==> config.mk <==
export PLATFORM = sky130hd
export DESIGN_NAME = logic_unit_arbiter
export DESIGN_NICKNAME = d
export VERILOG_FILES = /design/src/rtl/logic_arb_pkg.sv /design/src/rtl/logic_unit.sv /design/src/rtl/logic_unit_arbiter.sv
export SDC_FILE = /design/constraint.sdc
export NUM_CORES = 1
export LEC_CHECK = 0
export ABC_AREA = 1
export CAP_MARGIN = 30
export CORE_ASPECT_RATIO = 1.25
export CORE_UTILIZATION = 53
export DETAILED_ROUTE_END_ITERATION = 10
export PLACE_DENSITY = 0.87
export SYNTH_ARGS = -nofsm -noshare
export SYNTH_HDL_FRONTEND = slang
export SYNTH_HIERARCHICAL = 1
export SYNTH_SLANG_ARGS = --single-unit
==> constraint.sdc <==
create_clock -name clk -period 7.6 [get_ports clk]
set_input_delay 2.28 -clock clk [delete_from_list [all_inputs] [get_ports clk]]
set_output_delay 2.28 -clock clk [all_outputs]
set_load 0.05 [all_outputs]
==> src/rtl/logic_arb_pkg.sv <==
// ---------------------------------------------------------------------------
// logic_arb_pkg
// Shared definitions for the logic-unit arbiter slice:
//   - OPW          : opcode width (3 bits)
//   - OP_AND..OP_ILLEGAL : opcode encodings understood by logic_unit
//   - state_t      : arbiter FSM state encoding (IDLE / EXEC / RESP)
// ---------------------------------------------------------------------------
package logic_arb_pkg;

    localparam int OPW = 3;

    localparam logic [OPW-1:0] OP_AND     = 3'd0;
    localparam logic [OPW-1:0] OP_OR      = 3'd1;
    localparam logic [OPW-1:0] OP_NAND    = 3'd2;
    localparam logic [OPW-1:0] OP_NOR     = 3'd3;
    localparam logic [OPW-1:0] OP_XNOR    = 3'd4;
    localparam logic [OPW-1:0] OP_NOT     = 3'd5;
    localparam logic [OPW-1:0] OP_XOR     = 3'd6;
    localparam logic [OPW-1:0] OP_ILLEGAL = 3'd7;

    typedef enum logic [1:0] {
        ST_IDLE = 2'd0,
        ST_EXEC = 2'd1,
        ST_RESP = 2'd2
    } state_t;

endpackage

==> src/rtl/logic_unit.sv <==
// ---------------------------------------------------------------------------
// logic_unit
// Purely combinational bitwise logic operator.
// Ports:
//   op  [2:0]        opcode (see logic_arb_pkg)
//   a   [WIDTH-1:0]  operand A
//   b   [WIDTH-1:0]  operand B (ignored for OP_NOT)
//   y   [WIDTH-1:0]  result, zero for the illegal opcode
//   err              high only for the illegal opcode
// ---------------------------------------------------------------------------
module logic_unit
    import logic_arb_pkg::*;
#(
    parameter int WIDTH = 8
) (
    input  logic [OPW-1:0]   op,
    input  logic [WIDTH-1:0] a,
    input  logic [WIDTH-1:0] b,
    output logic [WIDTH-1:0] y,
    output logic             err
);

    always_comb begin
        y   = '0;
        err = 1'b0;
        case (op)
            OP_AND:  y = a & b;
            OP_OR:   y = a | b;
            OP_NAND: y = ~(a & b);
            OP_NOR:  y = ~(a | b);
            OP_XNOR: y = ~(a ^ b);
            OP_NOT:  y = ~a;
            OP_XOR:  y = a ^ b;
            default: begin
                y   = '0;
                err = 1'b1;
            end
        endcase
    end

endmodule

==> src/rtl/logic_unit_arbiter.sv <==
// ---------------------------------------------------------------------------
// logic_unit_arbiter
// Round-robin arbiter in front of a single shared logic_unit. One operation
// is in flight at a time: IDLE (grant) -> EXEC (compute) -> RESP (hold until
// consumed).
//
// Optional feature: define LOGIC_ARB_PRIO0_EN to give requester 0 absolute
// priority; the remaining requesters then share round-robin among themselves.
//
// Ports:
//   clk, rst_n                    clock, asynchronous active-low reset
//   req_valid [NREQ-1:0]          per-requester request
//   req_ready [NREQ-1:0]          one-cycle one-hot acceptance pulse
//   req_op    [3*NREQ-1:0]        opcode per requester, slice i = [3i+2:3i]
//   req_a/b   [WIDTH*NREQ-1:0]    operands per requester, slice i = [WIDTH*i +: WIDTH]
//   rsp_valid / rsp_ready         result handshake
//   rsp_id    [IDW-1:0]           owner of the result
//   rsp_data  [WIDTH-1:0]         result
//   rsp_err                       illegal opcode flag
//   busy                          high whenever not IDLE
// ---------------------------------------------------------------------------
module logic_unit_arbiter
    import logic_arb_pkg::*;
#(
    parameter  int WIDTH = 8,
    parameter  int NREQ  = 4,
    localparam int IDW   = $clog2(NREQ)
) (
    input  logic                  clk,
    input  logic                  rst_n,
    input  logic [NREQ-1:0]       req_valid,
    output logic [NREQ-1:0]       req_ready,
    input  logic [OPW*NREQ-1:0]   req_op,
    input  logic [WIDTH*NREQ-1:0] req_a,
    input  logic [WIDTH*NREQ-1:0] req_b,
    output logic                  rsp_valid,
    input  logic                  rsp_ready,
    output logic [IDW-1:0]        rsp_id,
    output logic [WIDTH-1:0]      rsp_data,
    output logic                  rsp_err,
    output logic                  busy
);

    state_t           state_reg, state_next;
    logic [IDW-1:0]   ptr_reg, ptr_next;

    logic [OPW-1:0]   op_reg;
    logic [WIDTH-1:0] a_reg, b_reg;
    logic [IDW-1:0]   gid_reg;

    logic [IDW-1:0]   rsp_id_reg;
    logic [WIDTH-1:0] rsp_data_reg;
    logic             rsp_err_reg;

    logic             do_grant;
    logic             do_exec;

    // ---------------------------------------------------------------------
    // Arbitration
    // ---------------------------------------------------------------------
    logic [NREQ-1:0]  rr_valid;
    logic [IDW-1:0]   cand_idx [NREQ];
    logic             rr_found;
    logic [IDW-1:0]   rr_idx;
    logic             grant_any;
    logic [IDW-1:0]   grant_idx;
    logic             ptr_upd;

`ifdef LOGIC_ARB_PRIO0_EN
    // Requester 0 is handled by the priority path, so hide it from the
    // round-robin search.
    assign rr_valid = {req_valid[NREQ-1:1], 1'b0};
`else
    assign rr_valid = req_valid;
`endif

    // Candidate k of the search is (ptr + k) mod NREQ.
    genvar gi;
    generate
        for (gi = 0; gi < NREQ; gi++) begin : g_cand
            logic [IDW:0] sum;
            assign sum          = {1'b0, ptr_reg} + (IDW+1)'(gi);
            assign cand_idx[gi] = (sum >= (IDW+1)'(NREQ))
                                ? IDW'(sum - (IDW+1)'(NREQ))
                                : sum[IDW-1:0];
        end
    endgenerate

    always_comb begin
        rr_found = 1'b0;
        rr_idx   = '0;
        for (int k = 0; k < NREQ; k++) begin
            if (!rr_found && rr_valid[cand_idx[k]]) begin
                rr_found = 1'b1;
                rr_idx   = cand_idx[k];
            end
        end
    end

    always_comb begin
`ifdef LOGIC_ARB_PRIO0_EN
        grant_any = req_valid[0] | rr_found;
        grant_idx = req_valid[0] ? '0 : rr_idx;
        ptr_upd   = ~req_valid[0];
`else
        grant_any = rr_found;
        grant_idx = rr_idx;
        ptr_upd   = 1'b1;
`endif
    end

    // ---------------------------------------------------------------------
    // FSM
    // ---------------------------------------------------------------------
    always_ff @(posedge clk or negedge rst_n) begin
        if (!rst_n) begin
            state_reg <= ST_IDLE;
        end else begin
            state_reg <= state_next;
        end
    end

    always_comb begin
        state_next = state_reg;
        do_grant   = 1'b0;
        do_exec    = 1'b0;
        case (state_reg)
            ST_IDLE: begin
                if (grant_any) begin
                    do_grant   = 1'b1;
                    state_next = ST_EXEC;
                end
            end
            ST_EXEC: begin
                do_exec    = 1'b1;
                state_next = ST_RESP;
            end
            ST_RESP: begin
                if (rsp_ready) begin
                    state_next = ST_IDLE;
                end
            end
            default: state_next = ST_IDLE;
        endcase
    end

    always_comb begin
        ptr_next = ptr_reg;
        if (do_grant && ptr_upd) begin
            ptr_next = (grant_idx == IDW'(NREQ-1)) ? '0 : grant_idx + 1'b1;
        end
    end

    always_ff @(posedge clk or negedge rst_n) begin
        if (!rst_n) begin
            ptr_reg <= '0;
        end else begin
            ptr_reg <= ptr_next;
        end
    end

    // ---------------------------------------------------------------------
    // Operand capture (grant edge only) and result registers (EXEC edge)
    // ---------------------------------------------------------------------
    always_ff @(posedge clk or negedge rst_n) begin
        if (!rst_n) begin
            op_reg  <= '0;
            a_reg   <= '0;
            b_reg   <= '0;
            gid_reg <= '0;
        end else if (do_grant) begin
            op_reg  <= req_op[OPW*grant_idx +: OPW];
            a_reg   <= req_a[WIDTH*grant_idx +: WIDTH];
            b_reg   <= req_b[WIDTH*grant_idx +: WIDTH];
            gid_reg <= grant_idx;
        end
    end

    logic [WIDTH-1:0] lu_y;
    logic             lu_err;

    logic_unit #(
        .WIDTH (WIDTH)
    ) u_logic_unit (
        .op  (op_reg),
        .a   (a_reg),
        .b   (b_reg),
        .y   (lu_y),
        .err (lu_err)
    );

    always_ff @(posedge clk or negedge rst_n) begin
        if (!rst_n) begin
            rsp_id_reg   <= '0;
            rsp_data_reg <= '0;
            rsp_err_reg  <= 1'b0;
        end else if (do_exec) begin
            rsp_id_reg   <= gid_reg;
            rsp_data_reg <= lu_y;
            rsp_err_reg  <= lu_err;
        end
    end

    // ---------------------------------------------------------------------
    // Outputs
    // ---------------------------------------------------------------------
    // req_ready is combinational from req_valid, so it is also gated by
    // rst_n to stay low while reset is held, independent of the clock.
    generate
        for (gi = 0; gi < NREQ; gi++) begin : g_ready
            assign req_ready[gi] = rst_n & do_grant & (grant_idx == IDW'(gi));
        end
    endgenerate

    assign rsp_valid = (state_reg == ST_RESP);
    assign busy      = (state_reg != ST_IDLE);
    assign rsp_id    = rsp_id_reg;
    assign rsp_data  = rsp_data_reg;
    assign rsp_err   = rsp_err_reg;

endmodule

; ---- Word level (Yosys, flattened, before mapping)
; Cells that the tools add are included.
; W data, S select, Z words.
[totals]
reg_bits = 36
out_inout_bits = 17
elab_cells = 95
[classes]
addsub = 8
mul = 1
order_cmp = 8
eq_ne = 13
shifts = 3
mux = 29
n_bitwise = 12
reduce_logical = 12
[ops]
columns = operator, count
row1 = $shiftx A32 B6 Y8, 2
row2 = $pmux W8 S7, 1
row3 = $not A8 Y8, 4
row4 = $mux W2, 11
row5 = $lt A2 B3 Y1 const B, 4
row6 = $mux W1, 12
row7 = $shiftx A12 B5 Y3, 1
row8 = $eq A3 B3 Y1 const B, 3
row9 = $ge A3 B3 Y1 const B, 3
row10 = $and A8 B8 Y8, 1
row11 = $bmux W1 S2, 4
row12 = $or A8 B8 Y8, 1
row13 = $sub A2 B1 Y2 const B, 4
row14 = $xor A8 B8 Y8, 1
row15 = $reduce_or A7 Y1, 1
row16 = $add A2 B2 Y3 const B, 2
row17 = $eq A2 B2 Y1 const B, 3
row18 = $eq A3 B2 Y1 const B, 2
row19 = $pmux W2 S3, 1
row20 = $and A1 B1 Y1, 5
row21 = $eq A2 B1 Y1 const B, 2
row22 = $logic_not A2 Y1, 2
row23 = $mul A2 B2 Y4 const A, 1
row24 = $add A2 B1 Y3 const B, 1
row25 = 10 further kinds, 14

; ---- Longest topological paths before layout
[depth]
ltp_word = 18
mapped_depth = 16
mapped_depth_nobuf = 15

; ---- Hierarchy
; The synthesis kept the hierarchy.
[by_module_without_submodules]
columns = module, instances, cells_per_inst, area_per_inst_um2, seq_area_each_um2
row1 = logic_unit_arbiter, 1, 402, 2586.2, 900.9
row2 = logic_unit, 1, 164, 958.4, 0.0

; ---- Worst setup path after synthesis
; OpenSTA, ideal clock, no wires.
[synth_timing]
kind = in2out
startpoint = input port req_valid[3]
endpoint = output port req_ready[0]
arrival_ps = 4247
required_time_ps = 5320
path_slack_ps = 1073
cell_stages = 11
path_buffers = 1
cell_sequence = inv_1 > nand2_2 > nand3_1 > nand2_2 > nor2_2 > nand2_1 > nand3_1 > nor2_4 > inv_2 > buf_2 > nor3_1
[synth_via]
elab_chain_cells = 16
[synth_rtl]
columns = item, line
row1 = from (decl), logic_unit_arbiter.sv:31  ; input logic [NREQ-1:0] req_valid,
row2 = $bmux W1 S2, logic_unit_arbiter.sv:93  ; if (!rr_found && rr_valid[cand_idx[k]]) begin
row3 = $mux W1 (implied by the code), logic_unit_arbiter.sv:93
row4 = $mux W1, logic_unit_arbiter.sv:93
row5 = $logic_not A1 Y1, logic_unit_arbiter.sv:93
row6 = $logic_and A1 B1 Y1, logic_unit_arbiter.sv:93
row7 = $mux W1, logic_unit_arbiter.sv:93
row8 = $logic_not A1 Y1, logic_unit_arbiter.sv:93
row9 = $logic_and A1 B1 Y1, logic_unit_arbiter.sv:93
row10 = $mux W1, logic_unit_arbiter.sv:93
row11 = $logic_not A1 Y1, logic_unit_arbiter.sv:93
row12 = $logic_and A1 B1 Y1, logic_unit_arbiter.sv:93
row13 = $mux W1, logic_unit_arbiter.sv:93
row14 = $mux W1, logic_unit_arbiter.sv:129  ; if (grant_any) begin
row15 = $mux W1, logic_unit_arbiter.sv:127  ; case (state_reg)
row16 = $and A1 B1 Y1, logic_unit_arbiter.sv:211  ; assign req_ready[gi] = rst_n & do_grant & (grant_idx == IDW'(gi));
row17 = $and A1 B1 Y1 (*), logic_unit_arbiter.sv:211
row18 = to (decl), logic_unit_arbiter.sv:32  ; output logic [NREQ-1:0] req_ready,
; Mark *: on every way between the ends. The rest lies on a longest branch, timed or not. The select of a mux whose other input is x is not followed.

; ---- Worst setup path after layout
; Ends and elaborated chain as after synthesis.

==> flow_summary.json <==
{
  "max_freq_ghz": 0.1435,
  "maxSlewViolCount": 0,
  "antenna_found_initial": 0,
  "tns_ns": 0,
  "finalClockSkew_ns": 0.005573,
  "intPower_uw": 949.9,
  "synth_seq_cells": 36,
  "synth_nets": 666,
  "vdd_drop_max_mv": 0.3473,
  "hold_class": "register to register",
  "wl_per_cell_microns": 12.55,
  "switchingPower_mw": 1.282,
  "crit_path_end_kind": "primary output",
  "layout-drive-gt1-share_pct": 8.204,
  "cts_buffers": 5,
  "overflow": 0,
  "synth_fa_ha_area_share_pct": 6.001,
  "yosysWarnings": 6,
  "design.die.area_sq_um": 7021,
  "nets": 745,
  "grt_max_degree": 40,
  "rows": 32,
  "num_vias": 3780,
  "syn_inst": 566,
  "crit_family": "simple AND/OR/NAND/NOR gates",
  "max_stage_delay_ns": 0.47,
  "ios": 100,
  "synthXorXnorAreaFrac_pct": 0,
  "powerDensity_nw_per_um2": 488.7,
  "setup_violations": 0,
  "syn_area_per_cell_sq_um": 6.263,
  "worstSetupPathType": "primary input to primary output",
  "finalHoldViolCount": 0,
  "syn2layout_area_growth_pct": 28.84,
  "place_ws_ns": 0.6398,
  "cp_max_fo": 24,
  "placed_cell_area_sq_um": 4473,
  "cts_buffer_depth": 2,
  "synth_edf_count": 0,
  "clkPwrFrac_pct": 6.4,
  "routed_wl_microns": 9177,
  "cts.sinks": 36,
  "status": "completed",
  "syn_area_sq_um": 3545,
  "fp.dieW_microns": 75.15,
  "synth_top_family_by_area": "simple AND/OR/NAND/NOR gates",
  "grt_setup_unrepaired": "no",
  "post_cts_buffers": 0,
  "grt_pass1_vias": 3465,
  "grt_use_total_pct": 28.26,
  "final_cell_area_sq_um": 4567,
  "synth_area_leaders": "dfrtp_1 (25%), nand2_1 (23%), nand3_1 (12%)",
  "coreArea_sq_um": 6326,
  "drt-pass1-iter-count": 5,
  "ys.flop_type": "dfrtp_1",
  "critical-path-slowest-cell": "clkdlybuf4s50_1",
  "swShare_pct": 57.44,
  "dp_hpwl_microns": 7019,
  "holdBufCountCts": 0,
  "io_buffers": 99,
  "ys_types": 30,
  "start_util_pct": 56.03,
  "crit_buf_inv": 4,
  "ys_seq_area_share_pct": 25.41,
  "grt_pass1_wl_microns": 15400,
  "setup_slack_ns": 0.6291,
  "cts_tree": "done",
  "cts_root_buf": "clkbuf_8",
  "relSlewSlack_pct": 36.95,
  "worst_slew_pin_slew_ns": 0.9458,
  "synth.mux.area_fraction_pct": 3.177,
  "cts_resized": 0,
  "path_cells": "clkdlybuf4s50_1, inv_1, nand2_2, nand3_1, nand2_2, nor2_2, nand2_1, nand3_1, nor2_4, inv_2, nor3_1, buf_12",
  "combPwrFrac_pct": 74.6,
  "ant_nets": 0,
  "htree_levels": 2,
  "chipHeight_microns": 93.44,
  "routed_via_density": 5.171,
  "clk_latency_ns": 0.29,
  "yosysMostFrequentCell": "nand2_1",
  "async_flop_share_pct": 100.0,
  "synth_top_area_share_pct": 25.41,
  "worst_ep_arrival_time_ns": 4.69,
  "required_ns": 5.32,
  "drc": 0,
  "cap_violations": 0,
  "min_period_over_period_pct": 91.72,
  "initialDrtViolationCount": 236,
  "ys_top_cells_by_count": "nand2_1 (221), nand3_1 (87), inv_1 (76)",
  "gp_congestion": 0.9738,
  "start_kind": "primary input",
  "finalCriticalPeriod_ns": 6.971,
  "p_leak_nw": 2.508,
  "synth-simple-area-share_pct": 48.71,
  "seqPwrFrac_pct": 19.0,
  "post-synth-top-area-cell": "dfrtp_1",
  "antennaDiodeCount": 0,
  "clk_pin_slew_ns": 0.07,
  "synth_compound_area_share_pct": 1.271
}
-- kinds of logic (layout without fill, tap and decap cells) --
kind of cell / after synthesis / count (layout)
compound gates: 7 / 7
fa+ha+maj: 17 / 17
buf+inv: 113 / 193
simple gates: 383 / 383
mux: 10 / 10
flops: 36 / 36
-- power groups by stage --
stage | Clock (mW) | Combinational, mW | Sequential (mW)
2_1_floorplan | 0 | 1.33 | 0.442
3_3_place_gp | 0 | 1.59 | 0.416
3_5_place_dp | 0 | 1.65 | 0.422
4_1_cts | 0.144 | 1.66 | 0.419
5_1_grt | 0.152 | 1.87 | 0.435
6_report | 0.143 | 1.67 | 0.423
-- metrics by stage --
stage	hold slack [ns]	instances	utilization, %	total power [mW]
6_report	0.5007	731	72.19	2.232
5_1_grt	0.5268	731	72.19	2.454
4_1_cts	0.5039	731	72.19	2.221
3_5_place_dp	0.4869	723	70.71	2.071
3_3_place_gp	0.4821	723	70.71	2.008
2_1_floorplan	0.4492	566	-	1.769
-- final timing paths --
check | from | end | slack (ns) | cells after the start
worst max-delay path | req_valid[3] | req_ready[0] | 0.63 | 12
worst min-delay path | gid_reg[1] | gid_reg[1] | 0.50 | 2
worst max register to register | ptr_reg[0] | a_reg[6] | 4.96 | 13
worst min register to register | gid_reg[1] | gid_reg[1] | 0.50 | 2
max in group asynchronous | rst_n | rsp_data[6] | 4.88 | 2
min in group asynchronous | rst_n | state_reg[1] | 2.39 | 2
-- cell type report --
cell class                      count  area [sq um]
Clock buffer                        7         86.33
Tap cell                           85         106.4
Clock inverter                      1         7.507
Multi-Input combinational cell    417          2097
Inverter                           82         307.8
Fill cell                         536          1759
Sequential cell                    36         900.9
Timing Repair Buffer              103          1061
-- cell usage in the layout (no fill, tap or decap) --
cell type | Yosys | final
nand4_1 | 16 | 16
nand3b_1 | 6 | 6
nand3_1 | 87 | 87
clkbuf_8 | 0 | 6
nand3_2 | 2 | 2
ha_1 | 17 | 17
dfrtp_1 | 36 | 36
nor3_1 | 4 | 4
nor2_2 | 3 | 3
buf_12 | 0 | 4
nand2_1 | 221 | 221
buf_4 | 8 | 4
or2_1 | 1 | 1
clkdlybuf4s50_1 | 0 | 95
clkbuf_1 | 1 | 1
nand2_2 | 8 | 8
nor2_1 | 28 | 28
nor2_8 | 2 | 2
a21oi_2 | 1 | 1
nand2_4 | 1 | 1
nand3b_2 | 1 | 1
o21ai_0 | 3 | 3
o21ai_1 | 1 | 1
clkinvlp_4 | 0 | 1
nor2_4 | 3 | 3
inv_2 | 6 | 6
a21oi_1 | 1 | 1
mux2_2 | 10 | 10
o21bai_2 | 1 | 1
inv_1 | 76 | 76
-- per-layer routing --
metal | wire, microns | global-route usage, % | share of wire (%) | vias to the layer above
met5 | 0 | 0 | 0 | -
met4 | 213 | 10.19 | 2.3 | 0
met3 | 550 | 4.203 | 6.0 | 18
met2 | 4611 | 49.77 | 50 | 145
met1 | 3801 | 34.17 | 41 | 1701
li1 | - | - | - | 1916
-- tightest hold or removal path, stage by stage (launching register included) --
cell and delay, ns:
dfrtp_1 0.36, nand2_1 0.05, o21ai_0 0.06
(Power assumes the default switching activity.)
==> edit (config.mk and constraints unchanged) <==
Build with the macro `LOGIC_ARB_PRIO0_EN` defined.
--- a/src/rtl/logic_unit_arbiter.sv
+++ b/src/rtl/logic_unit_arbiter.sv
@@ -21,2 +21,4 @@
 // ---------------------------------------------------------------------------
+`define LOGIC_ARB_PRIO0_EN
+
 module logic_unit_arbiter
Function: changed (a bounded check fails within 4 cycles, from zero or initial values and one cycle with rst_n low).
==> edit against the original RTL <==
  * Total power is 19% lower
  * Wire length is 5.4% lower
  * Largest cell class unchanged
  * Count of clock-buffer cells in the layout grew 1
  * Synthesized area decreased by 2.0%
  * Non-clock buffer count shrank 2
  * Highest routed layer unchanged
  * Worst setup slack lost 33 ps
  * Sequential cell count unchanged
  * Critical endpoint unchanged
  * Synthesized cell count is 6.0% lower
  * Final area is 1.5% lower
==> edit: results (changes against the original RTL) <==
Status
  – Status: complete, no violations

Detailed routing
  – Drt total wl: 8680 microns (-5.4%)
  – Vias/cell: 5.14 (-0.69%)
  – Starting DRT DRC Count: 205 (-13%)

Synthesis
  – Post-synth cell types: 32 (+6.7%)
  – Syn_nets: 635 (-4.7%)
  – Main area contributors after synthesis: dfrtp_1, nand2_1, nand3_1
  – Sequential share of the synthesized area: 25.9% (+0.51 points)
  – Ys flop type: dfrtp_1
  – Synth top cells by count: nand2_1, inv_1, nand3_1

Critical path
  – Worst EP arrival: 4720 ps (+30 ps)
  – CP max FO: 57 (+140%)

Global route
  – Vias in the first global route: 3230 (-6.8%)
  – Global-route usage over all layers: 26.1% (-2.2 points)
  – First-pass GRT wire length: 14100 microns (-8.7%)
  – Met2 GRT Util: 45.6% (-4.2 points)
  – GR Util met3: 3.48% (-0.72 points)
  – Met1 global-route usage: 31.8% (-2.3 points)

Clock network
  – CTS Buf Count: 5 (unchanged)
  – Bufs on Longest Clock Path: 2 (unchanged)
  – CTS clk-pin slew, worst paths: 70 ps (about the same)

Cells and area
  – Fill cell count: 513 (-4.3%)
  – Nets@finish: 720 (-3.4%)
  – Layout cells sized above 1: 8.74% (+0.53 points)

STA
  – Setup Skew: 4.68 ps (-0.895 ps)

Placement
  – Post-DP HPWL: 6700 microns (-4.6%)
  – Setup WS pre-CTS: 621 ps (-19.2 ps)
  – GPL Wtd Cong: 0.875 (-10%)

Power and ir drop
  – Leak: 0.00241 uW (-4.0%)
  – Maximum vdd drop: 0.000215 V (-38%)
-- edit: logic make-up after synthesis --
logic type / synth area share (%)
buffers and inverters: 15.4
adder cells (fa/ha/maj): 7.20
flip-flops: 25.9
AO/OA/AOI/OAI: 1.55
AND/OR/NAND/NOR: 46.7
multiplexers: 3.24
-- edit: metrics by stage --
step           total power, uW  utilization (%)  hold slack (ps)  cells
2_1_floorplan             1410                -              449    532
3_3_place_gp              1590             70.6              485    695
3_5_place_dp              1650             70.6              484    695
4_1_cts                   1800             72.0              504    703
5_1_grt                   1960             72.0              518    703
6_report                  1800             72.0              495    703
-- edit: final cells by class --
| class | count | area share, % |
|---|---|---|
| flip-flops and latches | 36 | 20.0 |
| inverters | 92 | 7.68 |
| repair buffers | 101 | 22.6 |
| clock buffers | 8 | 2.00 |
| well taps | 85 | 2.37 |
| multi-input cells | 381 | 45.3 |
-- edit: worst max-delay path: stages --
cell and delay [ps]:
clkdlybuf4s50_1 500, nand2_1 90, nand3_1 100, nand2_1 140, o211ai_1 240, nand2_2 210
nand2_4 100, buf_4 410, ha_1 230, inv_1 40, nor2_1 130, buf_4 220
-- edit: routing by layer --
layer	share of wire (%)	vias to the layer above
met2	51	153
met5	0	-
met3	5.8	24
met4	2.7	0
li1	-	1821
met1	40	1612
-- edit: final timing paths --
kind                       slack (ps)            to          from  depth (start not counted)
hold / removal                    500     rsp_id[1]     rsp_id[1]                          2
setup / recovery                  600  req_ready[0]  req_valid[3]                         12
hold reg to reg                   500     rsp_id[1]     rsp_id[1]                          2
max in group asynchronous        5230      b_reg[5]         rst_n                          2
setup reg to reg                 5130      b_reg[3]    ptr_reg[0]                         13
min in group asynchronous        2030   rsp_data[3]         rst_n                          2
-- edit: power breakdown --
part / total (uW) / leakage (uW) / switching, uW / internal (uW)
logic: 1240 / 0.00192 / 793 / 448
clock network: 144 / 0.0000455 / 69.9 / 74.0
registers: 412 / 0.000447 / 124 / 288
